`config.mk`:
```
export PLATFORM = sky130hd
export DESIGN_NAME = boot_loader
export DESIGN_NICKNAME = d
export VERILOG_FILES = /design/src/rtl/boot_loader.sv
export SDC_FILE = /design/constraint.sdc
export NUM_CORES = 1
export LEC_CHECK = 0
export ABC_AREA = 1
export CAP_MARGIN = 0
export CORE_ASPECT_RATIO = 1.1
export CORE_MARGIN = 4
export CORE_UTILIZATION = 37
export CTS_CLUSTER_DIAMETER = 30
export CTS_CLUSTER_SIZE = 24
export DETAILED_ROUTE_END_ITERATION = 6
export PLACE_DENSITY = 0.68
export SYNTH_ARGS = -nofsm -noshare
export SYNTH_HDL_FRONTEND = slang
export SYNTH_SLANG_ARGS = --single-unit
export TNS_END_PERCENT = 30
```
`constraint.sdc`:
```
create_clock -name clock -period 1.49 [get_ports clock]
set_input_delay 0.447 -clock clock [delete_from_list [all_inputs] [get_ports clock]]
set_output_delay 0.447 -clock clock [all_outputs]
set_load 0.01 [all_outputs]
```
`src/rtl/boot_loader.sv`:
```
// rtl/boot_loader.sv - writes the BIOS boot word stream into instruction memory, then enables the Control Unit (optional checksum output: BOOT_LOADER_CHECKSUM_EN)
module boot_loader #(
  parameter int DATA_WIDTH = 32,
  parameter int ADDR_WIDTH = 8,
  parameter int START_ADDR = 0
) (
  input  logic                  clock,
  input  logic                  reset_n,
  input  logic [DATA_WIDTH-1:0] bios_data,
  input  logic                  bios_active,
  output logic                  mem_we,
  output logic [ADDR_WIDTH-1:0] mem_addr,
  output logic [DATA_WIDTH-1:0] mem_wdata,
  output logic [ADDR_WIDTH:0]   word_count,
  output logic                  load_done,
  output logic                  overflow,
  output logic                  cu_enable
`ifdef BOOT_LOADER_CHECKSUM_EN
  ,
  output logic [DATA_WIDTH-1:0] checksum
`endif
);

  localparam int DEPTH = 2 ** ADDR_WIDTH;
  localparam logic [ADDR_WIDTH:0]   DEPTH_C = (ADDR_WIDTH + 1)'(DEPTH);
  localparam logic [ADDR_WIDTH-1:0] START_C = ADDR_WIDTH'(START_ADDR);

  typedef enum logic [1:0] {IDLE, LOAD, DONE, ERROR} state_t;

  state_t                state_q, state_d;
  logic [ADDR_WIDTH-1:0] addr_q, addr_d;
  logic [ADDR_WIDTH:0]   count_q, count_d;
  logic                  write;
  logic                  mem_we_d;
  logic [ADDR_WIDTH-1:0] mem_addr_d;
  logic [DATA_WIDTH-1:0] mem_wdata_d;
  logic                  load_done_d;
  logic                  overflow_d;
  logic                  cu_enable_d;
`ifdef BOOT_LOADER_CHECKSUM_EN
  logic [DATA_WIDTH-1:0] checksum_d;
`endif

  // Next state and next registered outputs; every write path goes through 'write'
  always_comb begin
    state_d     = state_q;
    addr_d      = addr_q;
    count_d     = count_q;
    write       = 1'b0;
    mem_we_d    = 1'b0;
    mem_addr_d  = mem_addr;
    mem_wdata_d = mem_wdata;
    load_done_d = load_done;
    overflow_d  = overflow;
    cu_enable_d = cu_enable;
`ifdef BOOT_LOADER_CHECKSUM_EN
    checksum_d  = checksum;
`endif
    case (state_q)
      IDLE: begin
        // The first active cycle is already a data word
        if (bios_active) begin
          write   = 1'b1;
          state_d = LOAD;
        end
      end
      LOAD: begin
        if (!bios_active) begin
          load_done_d = 1'b1;
          state_d     = DONE;
        end else if (count_q == DEPTH_C) begin
          overflow_d = 1'b1;
          state_d    = ERROR;
        end else begin
          write = 1'b1;
        end
      end
      DONE: begin
        // One cycle behind load_done so the last memory write has settled
        cu_enable_d = 1'b1;
      end
      ERROR: begin
        state_d = ERROR;
      end
      default: state_d = IDLE;
    endcase

    if (write) begin
      mem_we_d    = 1'b1;
      mem_addr_d  = addr_q;
      mem_wdata_d = bios_data;
      addr_d      = addr_q + 1'b1;
      count_d     = count_q + 1'b1;
`ifdef BOOT_LOADER_CHECKSUM_EN
      checksum_d  = checksum + bios_data;
`endif
    end
  end

  // State, address/count and all outputs are registered
  always_ff @(posedge clock or negedge reset_n) begin
    if (!reset_n) begin
      state_q    <= IDLE;
      addr_q     <= START_C;
      count_q    <= '0;
      mem_we     <= 1'b0;
      mem_addr   <= START_C;
      mem_wdata  <= '0;
      load_done  <= 1'b0;
      overflow   <= 1'b0;
      cu_enable  <= 1'b0;
`ifdef BOOT_LOADER_CHECKSUM_EN
      checksum   <= '0;
`endif
    end else begin
      state_q    <= state_d;
      addr_q     <= addr_d;
      count_q    <= count_d;
      mem_we     <= mem_we_d;
      mem_addr   <= mem_addr_d;
      mem_wdata  <= mem_wdata_d;
      load_done  <= load_done_d;
      overflow   <= overflow_d;
      cu_enable  <= cu_enable_d;
`ifdef BOOT_LOADER_CHECKSUM_EN
      checksum   <= checksum_d;
`endif
    end
  end

  assign word_count = count_q;

endmodule

```
# Yosys cells after proc, flatten, opt, wreduce, memory -nomap -nowiden
# Index checks and enable logic that the tools add are counted.
# totals
ff_bits,63
wordCells,32
# op_classes
eq_ne,6
n_reduce_logical,5
addsub,2
bitwise_logic,1
muxes,9
# op_table
operator,count
9-bit by 1-bit adder with 9-bit output (second input constant),1
9-bit equality test (second input constant),1
8-bit by 1-bit adder with 8-bit output (second input constant),1
2-bit 2-to-1 mux,3
2-bit one-hot mux with 3 select lines,1
3-bit AND reduction,2
2-bit equality test (second input constant),2
1-bit 2-to-1 mux,4
3-bit inequality test (second input constant),1
3-bit nonzero test,1
2-bit by 1-bit equality test with 1-bit output (second input constant),1
2-bit zero test,1
2-bit inequality test (second input constant),1
1-bit one-hot mux with 2 select lines,1
2-bit AND reduction,1
1-bit inverter,1

# Logic depth before layout (Yosys ltp)
# logic_depth
ltp_word,5
depth_mapped,11

# Worst setup path after synthesis
# OpenSTA, ideal clock, no wires.
# synth_path
kind,register to register
startpoint,register count_q[0] (netlist: word_count[0])
endpoint,register count_q[3] (netlist: word_count[3])
n_path_buf,2
setup_time_ns,0.117
setup_slack_ns,-0.001
path_stages_with_launch,12
arrival_time_ns,1.374
required_ns,1.373
path_cell_list,dfrtp_1 inv_1 ha_1 nand2_1 nor2_1 nand2_1 nand2_2 nand2_2 buf_6 buf_6 nand2_1 nand2_1
# synth_via
elab_chain_len,4
word_cells_on_any_way,5
cone_classes,1 x add/sub; 1 x eq/ne; 3 x mux
# synth_lines
element,line,source
start: declaration,32,"logic [ADDR_WIDTH:0] count_q, count_d;"
start signal: assignment,118,count_q <= count_d;
9-bit equality test,71,end else if (count_q == DEPTH_C) begin
1-bit 2-to-1 mux,71,
1-bit 2-to-1 mux,68,if (!bios_active) begin
1-bit one-hot mux with 2 select lines,59,case (state_q)
# Parallel ways exist; a longest one is shown, timed or not.
# A chain may end at the register's enable or synchronous reset.

# Worst setup path after layout
# layout_path
startpoint,register count_q[2] (netlist: word_count[2])
endpoint,register mem_wdata[18]
# layout_via
elab_chain_len,4
# layout_lines
element,line,source
9-bit equality test,71,
1-bit 2-to-1 mux,71,
1-bit 2-to-1 mux,68,
1-bit one-hot mux with 2 select lines,59,
end signal: assignment,121,mem_wdata <= mem_wdata_d;
end: declaration,13,"output logic [DATA_WIDTH-1:0] mem_wdata,"
# No other way between the ends.

==> impl_metrics.json <==
{
  "yosysMostFrequentCell": "nand2_1",
  "clkTransAtPathRegs_ns": 0.07,
  "crit_chain": "buf_6 -> inv_1 -> nand2_1 -> nor2_2 -> nand2_2 -> nand2_8 -> nand2_8 -> clkbuf_16 -> nand2_2 -> nand2_1",
  "finalNetCount": 519,
  "synth_edf_count": 0,
  "fin_crit_ns": 1.52,
  "placed_cell_area_um2": 4050,
  "fmax_mhz": 657,
  "grt_pass1_wl_mm": 11.9,
  "drv_slew": 0,
  "critPathMaxFanout": 6,
  "drive_above_1_share_pct": 24.7,
  "yosys-top-cells-count": "155 x nand2_1, 68 x nand3_1, 63 x dfrtp_1, 23 x inv_1, 11 x buf_2",
  "n_fill_cell": 691,
  "netlist_top_cells_area": "dfrtp_1 54%, nand2_1 20%, nand3_1 12%, ha_1 3.0%, inv_1 2.9%",
  "clockBufferDepth": 2,
  "synth_ff_type": "dfrtp_1",
  "yosysWarningCount": 0,
  "p_switching_mw": 3.40,
  "relSlewSlack_pct": 75.9,
  "io_buffers": 87,
  "violations": "setup timing",
  "die_h_um": 101,
  "finalCritPeriodShare_pct": 102,
  "cts_tree": "done",
  "drt-vias-per-instance": 4.67,
  "dr.pass1.iters": 4,
  "post-route-cell-area_um2": 4700,
  "leakage_nw": 2.51,
  "skew_ns": 0.0134,
  "die_x_um": 93.0,
  "cts.sink_count": 63,
  "syn2layout_area_growth_pct": 59.8,
  "cp.buffers_inverters": 3,
  "clkPwrFrac_pct": 17.1,
  "grt_usage_pct": 15.8,
  "crit_required_ns": 1.72,
  "fin_ws_ns": -0.0313,
  "drt-total-wl_mm": 8.01,
  "vias": 2739,
  "synth_cells": 361,
  "sequentialPowerShare_pct": 31.8,
  "slowest_delay_ns": 0.40,
  "start_util_pct": 38.7,
  "yosys.area.top_type": "dfrtp_1",
  "p_per_area_nw_per_um2": 1850,
  "slowest_stage": "dfrtp_1",
  "cts_buffers": 9,
  "crit_arrival_ns": 1.75,
  "synth_area_per_cell_um2": 8.14,
  "status": "finished, violations left",
  "critPathKind": "reg2reg",
  "p_int_mw": 5.28,
  "rsz0062_at_grt": "true",
  "synth_area_um2": 2940,
  "regToRegSetupSlack_ns": -0.03,
  "finalSetupViolations": 25,
  "cap_violations": 0,
  "max_slew.worst_pin.slew_ns": 0.360,
  "worstSetupStartpointType": "register",
  "synth-seq-cells": 63,
  "antenna_found_initial": 0,
  "core_area_um2": 7600,
  "dp_worst_setup_slack_ns": -0.224,
  "grt_overflow": 0,
  "wl_per_cell_um": 13.6,
  "netlist.area_leader.share_pct": 53.6,
  "clk-insertion-delay-late_ns": 0.34,
  "dp_hpwl_mm": 4.80,
  "io_pins": 88,
  "ant_nets": 0,
  "final_util_pct": 61.8,
  "rows": 33,
  "cp-end-kind": "register",
  "ys_async_sr_fraction_pct": 100,
  "p_comb_share_pct": 51.2,
  "cp_top_family": "simple AND/OR/NAND/NOR gates",
  "cts_root_buf": "clkbuf_8",
  "ys_seq_area_share_pct": 53.6,
  "hold_viol_final": 0,
  "dieArea_um2": 9440,
  "hold_path_class": "in2async",
  "multiInputGateArea_um2": 1410,
  "seq_area_um2": 1580,
  "diodes": 0,
  "grt_pass1_vias": 2617,
  "first_iter_violations": 113,
  "post_synth_num_cell_types": 18,
  "netSwitchingFraction_pct": 39.1,
  "htreeDepth": 3,
  "grt_max_degree": 64,
  "gp_congestion": 0.791,
  "peakVddDrop_v": 0.000903,
  "drc": 0,
  "power_mw": 8.68,
  "synthesis.nets": 403
}
path summary, 6_finish.rpt:
check | endpoint | start | cells past startpoint
min in group clock | cu_enable | cu_enable | 1
min | addr_q[2] | reset_n | 2
max in group asynchronous | word_count[6] | reset_n | 2
max | mem_wdata[18] | word_count[2] | 10
max reg2reg | mem_wdata[18] | word_count[2] | 10
min reg2reg | cu_enable | cu_enable | 1
final cells by class:
type	instances	share of cell area [%]
Sequential cell	63	33.6
Multi-Input combinational cell	255	30.0
Tap cell	105	2.80
Clock buffer	10	2.93
Clock inverter	6	1.28
Inverter	25	2.05
Timing Repair Buffer	123	27.3
power by group through the flow:
stage | Clock (mW) | Sequential [mW] | Combinational (mW)
2_1_floorplan | 0 | 3.00 | 1.65
3_3_place_gp | 0 | 2.77 | 3.64
3_5_place_dp | 0 | 2.77 | 3.73
4_1_cts | 1.53 | 2.73 | 3.40
5_1_grt | 1.59 | 2.84 | 4.87
6_report | 1.48 | 2.76 | 4.44
cells in the final DEF (no fill, tap or decap), types with 6 or more instances in the layout:
cell	Yosys	routed
clkdlybuf4s50_1	0	33
dfrtp_1	63	63
ha_1	7	6
inv_1	23	20
clkdlybuf4s15_1	0	26
buf_6	3	7
nand2_4	0	12
nand2_1	155	105
nand2_2	2	38
dlygate4sd2_1	0	23
clkbuf_8	0	10
nand3_1	68	68
buf_4	0	19
cells by family after synthesis:
logic type / share of synthesized area (%)
xor gates and xnor gates: 1.79
AOI/OAI and AO/OA: 0.851
DFF: 53.6
and+or+nand+nor: 33.9
buffers and inverters: 6.85
adders and majority gates: 2.98
registers in the layout, summed over array words and instances, names as in the netlist:
| signal | cells |
|---|---|
| mem_addr | 8 |
| overflow | 1 |
| state_q | 2 |
| mem_we | 1 |
| cu_enable | 1 |
| load_done | 1 |
| mem_wdata | 32 |
| word_count | 9 |
| addr_q | 8 |
what timing repair did:
action,CTS,global route
endpoints found under the setup margin,78,80
cloned,0,8
setup buffers,4,2
hold buffers,0,0
gates resized for setup,68,106
pin swaps,1,11
endpoints found under the hold margin,0,0
per-layer routing:
metal | wire [um] | vias up | GRT usage (%)
met5 | 0 | - | 0
met2 | 3960 | 65 | 25.9
met4 | 124 | 0 | 7.78
met3 | 371 | 9 | 3.71
li1 | - | 1370 | -
met1 | 3550 | 1295 | 19.8
metrics by stage:
| stage | hold WS, ns | std cells | setup TNS, ns |
|---|---|---|---|
| CTS | 0.115 | 577 | -0.318 |
| finish | 0.113 | 587 | -0.316 |
| global placement | 0.455 | 557 | -10.60 |
| floorplan | 0.151 | 361 | 0 |
| detailed placement | 0.461 | 557 | -10.66 |
| global route | 0.141 | 587 | -4.79 |
No activity file was read; power rests on OpenSTA's default activity.
